===== src/rtl/sreg8_serializer.sv =====
// Parallel-to-serial feeder for an 8-bit serial-in shift register: a one-word
// holding buffer behind a valid/ready port, optional inter-word gap, Pause stall.
module sreg8_serializer #(
   parameter int WIDTH     = 8,
   parameter bit MSB_FIRST = 1'b1,
   parameter int GAP       = 0
) (
   input  logic             Clock,
   input  logic             Reset,
   input  logic [WIDTH-1:0] DataIn,
   input  logic             DataValid,
   output logic             DataReady,
   input  logic             Pause,
   output logic             ShiftOut,
   output logic             ShiftEnable,
   output logic             WordDone,
   output logic             Busy
);
   localparam int CW = $clog2(WIDTH);

   typedef enum logic [1:0] {ST_IDLE, ST_SHIFT, ST_GAP} state_t;

   state_t           r_state, w_state_nxt;
   logic [WIDTH-1:0] r_sh, w_sh_nxt, r_hold, w_sh_shifted;
   logic [CW-1:0]    r_cnt, w_cnt_nxt;
   logic [3:0]       r_gc, w_gc_nxt;
   logic             r_hold_v, w_hold_v_nxt;
   logic             w_accept, w_load, w_last;

   assign DataReady    = ~r_hold_v & ~Reset;
   assign w_accept     = DataValid & DataReady;
   assign Busy         = (r_state != ST_IDLE) | r_hold_v;
   assign w_last       = (r_cnt == CW'(WIDTH - 1));
   assign w_sh_shifted = MSB_FIRST ? {r_sh[WIDTH-2:0], 1'b0} : {1'b0, r_sh[WIDTH-1:1]};

   always_comb begin
      // NOTE: every signal gets a default first so no path through the case infers a latch.
      w_state_nxt = r_state;
      w_sh_nxt    = r_sh;
      w_cnt_nxt   = r_cnt;
      w_gc_nxt    = r_gc;
      w_load      = 1'b0;
      ShiftEnable = 1'b0;
      ShiftOut    = 1'b0;
      WordDone    = 1'b0;
      unique case (r_state)
         ST_IDLE: w_load = r_hold_v;
         ST_SHIFT: begin
            ShiftEnable = ~Pause;
            ShiftOut    = MSB_FIRST ? r_sh[WIDTH-1] : r_sh[0];
            if (!Pause) begin
               w_sh_nxt  = w_sh_shifted;
               w_cnt_nxt = r_cnt + 1'b1;
               if (w_last) begin
                  WordDone = 1'b1;
                  if (GAP > 0) begin
                     w_gc_nxt    = 4'(GAP - 1);
                     w_state_nxt = ST_GAP;
                  end else if (r_hold_v) begin
                     w_load = 1'b1;
                  end else begin
                     w_state_nxt = ST_IDLE;
                  end
               end
            end
         end
         ST_GAP: begin
            if (!Pause) begin
               if (r_gc == 4'd0) begin
                  if (r_hold_v) w_load = 1'b1;
                  else          w_state_nxt = ST_IDLE;
               end else begin
                  w_gc_nxt = r_gc - 4'd1;
               end
            end
         end
         default: w_state_nxt = ST_IDLE;
      endcase

      // A reload always starts a fresh word, overriding the shift/count above.
      if (w_load) begin
         w_sh_nxt    = r_hold;
         w_cnt_nxt   = '0;
         w_state_nxt = ST_SHIFT;
      end
      // Load needs hold_v=1 and accept needs hold_v=0, so they never collide.
      w_hold_v_nxt = w_load ? 1'b0 : (w_accept ? 1'b1 : r_hold_v);
   end

   // NOTE: sequential state uses non-blocking assignments only.
   always_ff @(posedge Clock) begin
      if (Reset) begin
         r_state  <= ST_IDLE;
         r_hold_v <= 1'b0;
         r_cnt    <= '0;
         r_gc     <= '0;
         r_sh     <= '0;
      end else begin
         r_state  <= w_state_nxt;
         r_hold_v <= w_hold_v_nxt;
         r_cnt    <= w_cnt_nxt;
         r_gc     <= w_gc_nxt;
         r_sh     <= w_sh_nxt;
      end
   end

   // NOTE: hold is pure data qualified by hold_v, so it is deliberately left out of reset.
   always_ff @(posedge Clock) begin
      if (w_accept) r_hold <= DataIn;
   end

endmodule


===== config.mk =====
export PLATFORM = sky130hd
export DESIGN_NAME = sreg8_serializer
export DESIGN_NICKNAME = d
export VERILOG_FILES = /design/src/rtl/sreg8_serializer.sv
export SDC_FILE = /design/constraint.sdc
export NUM_CORES = 1
export LEC_CHECK = 0
export ABC_AREA = 0
export ABC_CLOCK_PERIOD_IN_PS = 1700
export BUFFER_PORTS_ARGS = -buffer_cell sky130_fd_sc_hd__buf_2
export CELL_PAD_IN_SITES_DETAIL_PLACEMENT = 0
export CELL_PAD_IN_SITES_GLOBAL_PLACEMENT = 1
export CORE_MARGIN = 2
export CORE_UTILIZATION = 41
export CTS_CLUSTER_SIZE = 30
export DETAILED_ROUTE_END_ITERATION = 6
export GPL_TIMING_DRIVEN = 0
export PLACE_DENSITY = 0.86
export SLEW_MARGIN = 20
export SYNTH_ARGS = -nofsm -noshare
export SYNTH_HDL_FRONTEND = slang
export SYNTH_SLANG_ARGS = --single-unit

===== constraint.sdc =====
create_clock -name Clock -period 1.7 [get_ports Clock]
set_input_delay 0.34 -clock Clock [delete_from_list [all_inputs] [get_ports Clock]]
set_output_delay 0.34 -clock Clock [all_outputs]
set_load 0.1 [all_outputs]

==> run summary, run 1 <==
The fmax is 0.6152 GHz. The violation count after the first detailed-route iteration came out at 11. The number of global-route vias before repair came out at 649. The overall routing resource usage came out at 14.82%. The critical path class is flip-flop to primary output.

In the layout the commonest cells are sky130_fd_sc_hd__nand2_1 (15), sky130_fd_sc_hd__buf_2 (14), sky130_fd_sc_hd__nand2b_1 (10). The worst hold path class is input pin to flip-flop. The global route total overflow came out at 0.

The number of antenna violations at the first check in global routing came out at 0. The simple-gate share of the synthesized area came out at 18.20%. In this run the tightest slew margin relative to its limit is 79.07%.

Summed over all cells, the static leakage comes to 0.4425 nW. The commonest non-fill, non-tap cell in the layout is sky130_fd_sc_hd__nand2_1. Setup violations remaining at the end of the flow were counted as 0. Once the floorplan was initialized, standard cells occupied 43.90% of the core. The number of clock buffers inserted by TritonCTS came out at 3.

The clock slew at the register clock pins of the worst setup and hold paths is 0.11 ns. The final weighted congestion in routability-driven placement came out at 0.7476. The gate count after technology mapping came out at 90.

STA classifies the critical path startpoint as a flip-flop. The dominant combinational cell family by area after synthesis is compound AO/OA/AOI/OAI gates. At the pin with the least slew margin, the transition time is 0.3139 ns. The data required time of the critical path is 1.36 ns. The post-synthesis xor/xnor area fraction is 0.8850%. The minimum period implied by the final worst setup slack is 1.625 ns. The arrival time reported for the critical path endpoint is 1.29 ns. The number of top-level pins is 17. After synthesis, the netlist uses 22 different library cells. After detailed routing, the number of vias per cell comes to 5.022. Dividing total power by cell area gives a power density of 853.0 nW/um^2. The total power consumption of the routed design came out at 1.023 mW. The floorplan step defined a core boundary enclosing 2255 sq um. The flow ran to the end, and the final reports show no timing, DRC or antenna violations.

The depth of the most critical reg-to-reg path came out at 6. The cell depth of the worst min-delay path came out at 1. The total number of H-tree levels is 1. The netlist area before placement came out at 989.7 sq um. After the flow finishes, the layout carries non-filler instances totaling 139. The total number of placement rows is 17. The warning count from the yosys run came out at 0. The startpoint identified for the worst register-to-register timing path is r_cnt[0]$_SDFFE_PP0P_. The synthesis-stage register bit count is 21. The net count reported at finish came out at 126. The max capacitance violation total came out at 0. Setup repair after global routing left no endpoint under its margin. The routed via count is 698. The clock insertion delay at the later pin of the skew report is 0.30 ns. The HPWL after detailed placement came out at 1209 microns.

The total length of routed wires is 1742 microns. TritonCTS built the clock tree. The final-report max-slew violation count is 0. The startpoint identified for the worst hold timing path is DataIn[0].

The CTS sink count came out at 21. The overall die area is 2823 sq um. The share of final-layout standard cells stronger than drive strength 1 is 41.44%.

The first global-routing pass estimated 2835 microns of wire. The share of the synthesized area in the top cell type came out at 26.30%. For hold timing, the worst endpoint is r_hold[0]$_DFFE_PP_. sky130_fd_sc_hd__dfxtp_1 takes more of the synthesized area than any other cell. The pin count of the biggest net entering global routing came out at 12. The number of antenna diodes in the final layout is 0. The peak ir drop on the vdd network is 465.3 uV. The synthesized netlist net count is 104. Compared with the post-synthesis result, the final layout area differs by 21.24%. The routed wirelength normalized by instance count came out at 12.53 microns.

The count of nets left with antenna violations after detail routing came out at 0. The count of hold buffers inserted by post-cts repair is 0. The worst register-to-register path ends at r_sh[3]$_SDFFE_PP0P_.

The adder-cell area share of the yosys netlist came out at 2.528%. The setup check on the worst reg-to-reg path leaves a slack of 0.24 ns. The tree is rooted in a sky130_fd_sc_hd__clkbuf_4.

The part of the cycle the worst path needs came out at 95.61%. In the post-synthesis netlist, the biggest area contributors are sky130_fd_sc_hd__dfxtp_1 (26%), sky130_fd_sc_hd__edfxtp_1 (24%), sky130_fd_sc_hd__a311oi_2 (11%). The critical-path maximum fanout is 10. The multiplexer share of the synthesized area is 2.023%.

The count of buffers from port buffering is 15. The number of placed instances, taps included is 133. The share of the synthesized area in compound gates (AO/OA/AOI/OAI) is 18.84%.

The worst setup path is captured at a primary output. The floorplan step set the die width to 53.13 microns. The DRC violations left came out at 0. The vertical extent of the die came out at 53.13 microns. Summed over all failing endpoints, the final setup total negative slack is 0 ns. The sequential-to-total area share from yosys stat came out at 50.57%.

The first TritonRoute pass finished after 4 iterations. Across the routed clock network, the largest skew measured is 0.001653 ns. The maximum clock path buffer count is 2. The number of filler cells placed in the layout is 222.

Dividing the synthesized area by the synthesized cell count gives 11.00 sq um. The hold violation count in the final report was 0.
==> state kept, by name (all words and copies together), names as in the netlist <==
register and count:
r_cnt 3, r_hold 8, r_hold_v 1, r_sh 8
r_state 1
==> what timing repair did <==
action,4_1_cts,5_1_grt
buffers inserted,2,1
hold endpoints to repair,0,0
setup endpoints to repair,5,4
gates resized for setup,14,7
==> worst max-delay path, stage by stage, from the launching register on <==
cell	delay [ns]
sky130_fd_sc_hd__dfxtp_2	0.35
sky130_fd_sc_hd__buf_4	0.17
sky130_fd_sc_hd__or2_1	0.27
sky130_fd_sc_hd__buf_8	0.19
==> logic make-up after synthesis <==
family | after synthesis
adder cells (fa/ha/maj) | 2
multiplexers | 2
flip-flops | 21
AND/OR/NAND/NOR | 36
AO/OA/AOI/OAI | 19
buffers and inverters | 9
XOR/XNOR | 1
==> where the power goes <==
part | internal, mW | switching, mW
registers | 0.556 | 0.0154
clock network | 0.0915 | 0.146
logic | 0.0811 | 0.133
==> worst max path at each step <==
stage | start | to | slack, ns | cells past startpoint
4_1_cts | r_state[0]$_SDFFE_PP0P_ | WordDone | 0.01 | 6
6_report | r_hold_v$_SDFFE_PP0P_ | Busy | 0.07 | 3
2_1_floorplan | r_hold_v$_SDFFE_PP0P_ | r_sh[0]$_SDFFE_PP0P_ | -0.03 | 4
3_5_place_dp | Pause | WordDone | -0.1 | 7
5_1_grt | r_state[0]$_SDFFE_PP0P_ | WordDone | 0.006 | 5
3_3_place_gp | Pause | WordDone | -0.1 | 7
==> per-layer routing <==
| layer | track usage (%) | up-vias | wire length, microns |
|---|---|---|---|
| met1 | 18.13 | 317 | 761 |
| li1 | - | 356 | - |
| met5 | 0 | - | 0 |
| met3 | 3.390 | 4 | 79 |
| met2 | 22.92 | 21 | 862 |
| met4 | 10.26 | 0 | 38 |
==> cell type report <==
type / instances / area [sq um] / share of cell area (%)
sequential: 21 / 508.0 / 42.34
inverter: 2 / 12.51 / 1.043
buffer: 6 / 38.79 / 3.233
clock buffer: 4 / 26.28 / 2.190
timing repair buffer: 18 / 133.9 / 11.16
tap: 28 / 35.03 / 2.920
multi-input combinational: 60 / 445.4 / 37.12
==> per-stage QoR <==
stage | utilization [%] | hold slack (ns) | setup slack, ns | cell area (sq um)
2_1_floorplan | - | 0.4389 | -0.02793 | 998.5
3_3_place_gp | 49.17 | 0.4564 | -0.09575 | 1109
3_5_place_dp | 49.17 | 0.4682 | -0.09602 | 1109
4_1_cts | 52.66 | 0.1977 | 0.009688 | 1187
5_1_grt | 53.22 | 0.1877 | 0.005938 | 1200
6_report | 53.22 | 0.2048 | 0.07455 | 1200
==> cell usage after synthesis <==
library cell,n
sky130_fd_sc_hd__buf_12,1
sky130_fd_sc_hd__xnor2_1,1
sky130_fd_sc_hd__mux2i_1,2
sky130_fd_sc_hd__ha_1,2
sky130_fd_sc_hd__inv_1,1
sky130_fd_sc_hd__edfxtp_1,8
sky130_fd_sc_hd__buf_2,5
sky130_fd_sc_hd__a21oi_1,9
sky130_fd_sc_hd__nor2_1,3
sky130_fd_sc_hd__nor3_2,1
sky130_fd_sc_hd__and2_1,3
sky130_fd_sc_hd__a21bo_4,1
sky130_fd_sc_hd__or2_1,1
sky130_fd_sc_hd__nand2_1,15
sky130_fd_sc_hd__a31o_1,1
sky130_fd_sc_hd__a21boi_2,1
sky130_fd_sc_hd__nor3_1,3
sky130_fd_sc_hd__dfxtp_1,13
sky130_fd_sc_hd__buf_6,1
sky130_fd_sc_hd__nand2b_1,10
sky130_fd_sc_hd__a311oi_2,7
sky130_fd_sc_hd__inv_6,1
Power figures use the tool's default switching activity.
==> run 2, diff against run 1 <==
--- a/config.mk
+++ b/config.mk
@@ -10,6 +10,7 @@
 export BUFFER_PORTS_ARGS = -buffer_cell sky130_fd_sc_hd__buf_2
 export CELL_PAD_IN_SITES_DETAIL_PLACEMENT = 0
 export CELL_PAD_IN_SITES_GLOBAL_PLACEMENT = 1
+export CORE_ASPECT_RATIO = 0.7
 export CORE_MARGIN = 2
 export CORE_UTILIZATION = 41
 export CTS_CLUSTER_SIZE = 30
==> run 2 against run 1 <==
Against the previous run: design area up 1.9%; cell count up 3.6%; non-clock buffer count up 1; critical path depth up 1; worst hold slack lost 0.0063 ns; critical endpoint is now WordDone; largest power group unchanged; highest routed layer unchanged.
==> run summary, run 2 (synthesized netlist as in run 1, its figures left out) <==
The run finished with clean final reports. The number of antenna violations at the first check in global routing is 0. The headroom to the max-slew limit is 77.95%. In the routed design, unresolved DRC markers number 0. The routed wirelength normalized by instance count came out at 13.08 microns. In this run the tool buffered the top-level ports with 15 buffer cells. The number of global-route vias before repair is 668.

The path with the worst hold slack has its endpoint at r_hold[6]$_DFFE_PP_. The count of non-filler cells in the finished layout came out at 144. The arrival time reported for the critical path endpoint came out at 1.30 ns. At the worst endpoint, the required time is 1.36 ns. The cell-internal power is 0.7334 mW. The clock root buffer is sky130_fd_sc_hd__clkbuf_4. The fmax is 0.6088 GHz. The overall die area is 2829 sq um. Before antenna repair, the detailed router went through 4 iterations. The CTS sink count came out at 21. TritonCTS built the clock tree. Timing analysis after detailed placement gives a worst setup slack of -0.1008 ns. Relative to the synthesized area, the layout overhead comes to 23.51%. The startpoint of the worst register-to-register path is r_cnt[0]$_SDFFE_PP0P_. The layout has 209 filler cells. The worst hold path class is input pin to flip-flop.

The final-report max-slew violation count came to 0. The number of inserted diodes came out at 0. The cell depth of the worst min-delay path is 1. The global route total overflow is 0.

The max capacitance violation total is 0. The standard cell core area came out at 2225 sq um. The part of the cycle the worst path needs is 96.62%. In this run the power density over the cells is 850.3 nW/um^2. The starting density of the core came out at 44.49%. After detailed placement, the design holds a cell count of 137. The global-route wire length before repair came out at 3077 microns. The die boundary width is 62.73 microns.

In the final layout, the registers with the most flip-flops are r_hold x8, r_sh x8, r_cnt x3. The congestion estimate from routability-driven global placement came to 0.7546. For this run, the post-layout net count is 127. In this run the most critical hold path is launched from DataIn[6]. The critical path class is flip-flop to primary output. The share of final-layout standard cells stronger than drive strength 1 came out at 43.75%. The top cell types in the final layout, fill and taps aside, are sky130_fd_sc_hd__nand2_1 (15), sky130_fd_sc_hd__buf_2 (14), sky130_fd_sc_hd__nand2b_1 (10). The worst clock skew is 0.006000 ns. The kind of launch point of the worst setup path is a flip-flop. The total power consumption of the routed design is 1.039 mW.

Along the worst path, the maximum fanout reaches 2. The total number of placement rows came out at 14. The clock insertion delay at the later pin of the skew report came out at 0.30 ns.

The routed via count came out at 688. For the pin with the worst max-slew slack, the measured transition is 0.3308 ns. The count of nets left with antenna violations after detail routing is 0.

The total setup violations reported at the end of the flow is 0. The maximum clock path buffer count came out at 2. The violation count after the first detailed-route iteration came out at 12. The hold violation count in the final report is 0. The number of top-level pins is 17. Leaving out fill and tap cells, the most frequent cell in the layout is sky130_fd_sc_hd__nand2_1.

The pin count of the biggest net entering global routing is 14. The depth of the most critical reg-to-reg path came out at 7. After layout, the worst setup slack is 0.05753 ns. The kind of end point of the critical path is a primary output. The total number of H-tree levels came out at 1. The number of vias per cell after detailed routing is 4.778. In this run the critical register-to-register path is captured at r_sh[5]$_SDFFE_PP0P_. For flop-to-flop paths, the worst setup slack is 0.12 ns.

Adding up every negative setup slack in the final design gives 0 ns. The HPWL after detailed placement came out at 1324 microns. The vertical extent of the die is 45.11 microns. The overall routing resource usage came out at 14.89%. The peak ir drop on the vdd network is 608.6 uV.

The clock slew at the register clock pins of the worst setup and hold paths came out at 0.12 ns. In this run, the clock network consumes 23.4% of the power. Combinational cells account for 21.5% of the total power. Counting the buffers created by CTS gives 3. The worst path needs 1.642 ns of the cycle, external delays included. The share of power burned in registers came out at 55.0%. Summed over all nets, the switching power comes to 0.3061 mW. The leakage power total came out at 0.4505 nW. The switching part of the total is 29.45%.

The total length of routed wires came out at 1883 microns.
## run 2: worst max-delay path by stage
stage,startpoint,slack (ns),to,cells past startpoint
floorplan,r_hold_v$_SDFFE_PP0P_,-0.03,r_sh[0]$_SDFFE_PP0P_,4
global placement,Pause,-0.09,WordDone,7
detailed placement,Pause,-0.10,WordDone,7
CTS,r_state[0]$_SDFFE_PP0P_,-0.0006,WordDone,6
global route,r_cnt[1]$_SDFFE_PP0P_,-0.0006,WordDone,4
finish,r_cnt[0]$_SDFFE_PP0P_,0.06,WordDone,4
## run 2: power groups by stage
stage | combinational (mW) | clock [mW] | sequential, mW
floorplan | 0.164 | 0 | 0.579
global placement | 0.197 | 0 | 0.582
detailed placement | 0.202 | 0 | 0.583
CTS | 0.217 | 0.259 | 0.571
global route | 0.237 | 0.282 | 0.577
finish | 0.224 | 0.243 | 0.572
## run 2: cell type report
| class | instances | area (sq um) | share of cell area (%) |
|---|---|---|---|
| well taps | 32 | 40.04 | 3.275 |
| inverters | 2 | 15.01 | 1.228 |
| plain buffers | 6 | 38.79 | 3.173 |
| flip-flops and latches | 21 | 508.0 | 41.56 |
| multi-input cells | 60 | 447.9 | 36.64 |
| clock inverters | 1 | 7.507 | 0.6141 |
| clock buffers | 3 | 22.52 | 1.842 |
| repair buffers | 19 | 142.6 | 11.67 |
## run 2: worst max-delay path, stage by stage (launching register included)
cell	delay (ns)
sky130_fd_sc_hd__dfxtp_2	0.35
sky130_fd_sc_hd__ha_2	0.20
sky130_fd_sc_hd__ha_4	0.16
sky130_fd_sc_hd__and2_4	0.13
sky130_fd_sc_hd__buf_12	0.16
## run 2: timing repair
| action | in CTS | in global routing |
|---|---|---|
| hold buffers | 0 | 0 |
| endpoints found under the hold margin | 0 | 0 |
| endpoints found under the setup margin | 5 | 3 |
| pin swaps | 0 | 0 |
| gates resized for setup | 15 | 8 |
| cloned | 0 | 0 |
| setup buffers | 2 | 2 |
## run 2: stage by stage
step / util, % / instance area, sq um / hold slack (ns)
5_1_grt: 54.95 / 1222 / 0.1636
3_3_place_gp: 50.06 / 1114 / 0.4658
6_report: 54.95 / 1222 / 0.1985
2_1_floorplan: - / 998.5 / 0.4389
4_1_cts: 53.88 / 1199 / 0.1831
3_5_place_dp: 50.06 / 1114 / 0.4662
## run 2: per-layer routing
metal	GRT usage (%)	wire, microns	vias up
met4	4.000	18	0
met5	0	0	-
met3	6.234	103	2
met2	24.30	863	15
met1	18.64	898	314
li1	-	-	357
==> run 3, diff against run 2 <==
--- a/config.mk
+++ b/config.mk
@@ -11,11 +11,11 @@
 export CELL_PAD_IN_SITES_DETAIL_PLACEMENT = 0
 export CELL_PAD_IN_SITES_GLOBAL_PLACEMENT = 1
 export CORE_ASPECT_RATIO = 0.7
-export CORE_MARGIN = 2
+export CORE_MARGIN = 10
 export CORE_UTILIZATION = 41
 export CTS_CLUSTER_SIZE = 30
 export DETAILED_ROUTE_END_ITERATION = 6
-export GPL_TIMING_DRIVEN = 0
+export GPL_TIMING_DRIVEN = 1
 export PLACE_DENSITY = 0.86
 export SLEW_MARGIN = 20
 export SYNTH_ARGS = -nofsm -noshare
==> run 3 against run 2 <==
Against the previous run: sequential power grew 0.9%; global-route usage decreased by 6.4 points; flip-flop and latch count unchanged; clock-buffer cell count unchanged.
==> run summary, run 3 (synthesized netlist as in run 1, its figures left out) <==
The count of non-filler cells in the finished layout is 142. The global route total overflow came out at 0. The worst setup path is launched from a flip-flop. The slowest stage of the critical path is the sky130_fd_sc_hd__dfxtp_2 cell.

The worst hold slack across all endpoints came out at 0.2006 ns. Setup slack on the worst reg-to-reg path comes out at 0.15 ns. The arrival time reported for the critical path endpoint is 1.30 ns. The total length of routed wires came out at 1879 microns.

The clock insertion delay at the later pin of the skew report is 0.30 ns. The area of placed instances came out at 1160 sq um. The detail route stage leaves a number of antenna-violating nets equal to 0. The number of global-route vias before repair is 722. The clock root buffer is sky130_fd_sc_hd__clkbuf_4.

In the layout the commonest cells are sky130_fd_sc_hd__nand2_1 (15), sky130_fd_sc_hd__buf_2 (11), sky130_fd_sc_hd__nand2b_1 (10), sky130_fd_sc_hd__dfxtp_1 (10), sky130_fd_sc_hd__a21oi_1 (9). The worst setup path is captured at a primary output. The global-route wire length before repair is 3208 microns.

The share of the core filled with cells came out at 55.74%. The total number of H-tree levels is 1. The number of vias per cell after detailed routing is 4.908. The number of detailed-route iterations in the first pass is 4. The setup path with the least slack is of type flip-flop to primary output.

The transition time at the pin with the least slew margin came out at 0.4061 ns. The repair_antennas step left the layout with diodes totalling 0. The number of filler cells placed in the layout is 198. Setup violations remaining at the end of the flow were counted as 0. The total number of placement rows is 14.

The largest registers in the layout are r_hold x8, r_sh x8, r_cnt x3. Across the VDD grid, the largest voltage drop is 537.5 uV. The standard cell core area came out at 2225 sq um.

The pin count of the biggest net entering global routing is 15. The number of antenna violations at the first check in global routing is 0. After clock tree synthesis, the flow added hold-fix buffers numbering 0. The number of top-level pins came out at 17.

The headroom to the max-slew limit came out at 72.93%. The total power per unit cell area is 839.1 nW/um^2. Across the run, the number of max-cap violations was 0. The DRC violations left is 0.

The routed wirelength normalized by instance count is 13.23 microns. The routed via count came out at 697. Measured along the y axis, the die boundary spans 61.11 microns.

The peak per-stage delay on the critical path came out at 0.35 ns. The number of clock buffers inserted by TritonCTS is 3. The hold violation count in the final report is 0. Counting tap cells, the placed design contains a total of 134 instances. TritonCTS built the clock tree. Setup repair after global routing left no endpoint under its margin. The clock slew at the register clock pins of the worst setup and hold paths is 0.12 ns. The congestion estimate from routability-driven global placement came to 0.7862. The critical-path maximum fanout came out at 2.

The minimum period implied by the final worst setup slack is 1.645 ns. The overall die area came out at 4810 sq um. Cells with a size suffix above 1 make up 40.91% of the layout. The sum of negative setup slack came out at 0 ns. The library cell used most frequently in the layout, excluding fill and tap cells, is sky130_fd_sc_hd__nand2_1. The worst path uses 96.74% of the clock period. The initial utilization of the core area, before any placement, comes to 44.49%. The path class of the tightest hold or removal check is input pin to flip-flop. The data required time of the critical path is 1.36 ns. The count of buffers from port buffering came out at 16. The run finished with clean final reports.

The violation count after the first detailed-route iteration is 29. No sink is reached through more buffers than the 2 on the longest clock path. The net count reported at finish is 125. The critical path goes through ha_2 > ha_4 > and2_4 > buf_12. The CTS sink count came out at 21. The overall routing resource usage came out at 8.537%. The post-route cell area came out at 1240 sq um. The leakage power total came out at 0.4503 nW. The fmax came out at 0.6081 GHz.

The final-report max-slew violation count was 0. The area added between synthesis and finish came out at 25.28%. The die boundary width came out at 78.73 microns.

Between clock sinks in the finished design, the worst skew comes to 0.004983 ns.
run 3: changes by cell type in the layout (fill, tap and decap cells not counted):
cell | before | now
sky130_fd_sc_hd__or2_1 | 0 | 1
sky130_fd_sc_hd__buf_4 | 8 | 7
sky130_fd_sc_hd__buf_12 | 2 | 5
sky130_fd_sc_hd__or2_4 | 1 | 0
sky130_fd_sc_hd__clkinv_4 | 0 | 1
sky130_fd_sc_hd__buf_6 | 1 | 0
sky130_fd_sc_hd__buf_2 | 14 | 11
sky130_fd_sc_hd__dfxtp_4 | 1 | 0
sky130_fd_sc_hd__inv_8 | 1 | 0
sky130_fd_sc_hd__dfxtp_1 | 9 | 10
run 3: worst paths after layout:
path                                       startpoint                   end  cells past startpoint
worst max-delay path            r_cnt[0]$_SDFFE_PP0P_              WordDone                      4
worst min-delay path                        DataIn[1]   r_hold[1]$_DFFE_PP_                      1
worst max register to register  r_cnt[0]$_SDFFE_PP0P_  r_sh[6]$_SDFFE_PP0P_                      5
worst min register to register    r_hold[0]$_DFFE_PP_  r_sh[0]$_SDFFE_PP0P_                      1
run 3: area by class of cell:
| type | count | area, sq um | area share, % |
|---|---|---|---|
| Inverter | 2 | 12.51 | 1.009 |
| Multi-Input combinational cell | 60 | 445.4 | 35.92 |
| Sequential cell | 21 | 504.2 | 40.67 |
| Tap cell | 32 | 40.04 | 3.229 |
| Clock inverter | 1 | 7.507 | 0.6054 |
| Timing Repair Buffer | 23 | 207.7 | 16.75 |
| Clock buffer | 3 | 22.52 | 1.816 |
run 3: critical path, delay by kind of cell, from the launching register on:
family | cells | cell delay [ns]
adders and majority gates | 2 | 0.36
buffers and inverters | 1 | 0.16
DFF | 1 | 0.35
and+or+nand+nor | 1 | 0.14
run 3: where the power goes:
part,leakage [nW],switching [mW],internal (mW)
logic,0.254,0.131,0.0932
registers,0.182,0.0208,0.556
clock network,0.0139,0.150,0.0896
run 3: repair_timing:
| action | 4_1_cts | 5_1_grt |
|---|---|---|
| pin swaps | 0 | 0 |
| gates resized for setup | 4 | 4 |
| endpoints found under the setup margin | 2 | 1 |
| setup buffers | 1 | 3 |
run 3: stage by stage:
| stage | setup slack (ns) | power [mW] |
|---|---|---|
| global route | 0.02409 | 1.095 |
| floorplan | -0.02793 | 0.7428 |
| global placement | 0.1861 | 0.8006 |
| finish | 0.05549 | 1.040 |
| CTS | 0.02104 | 1.052 |
| detailed placement | 0.1667 | 0.8051 |
run 3: per-layer routing:
metal  wire, microns  part of all wire [%]  up-vias  GRT usage [%]
li1                -                     -      355              -
met1             957                    51      320          10.37
met2             780                    42       20          12.97
met3             121                   6.4        2          4.215
met4              19                   1.0        0          3.053
met5               0                     0        -              0
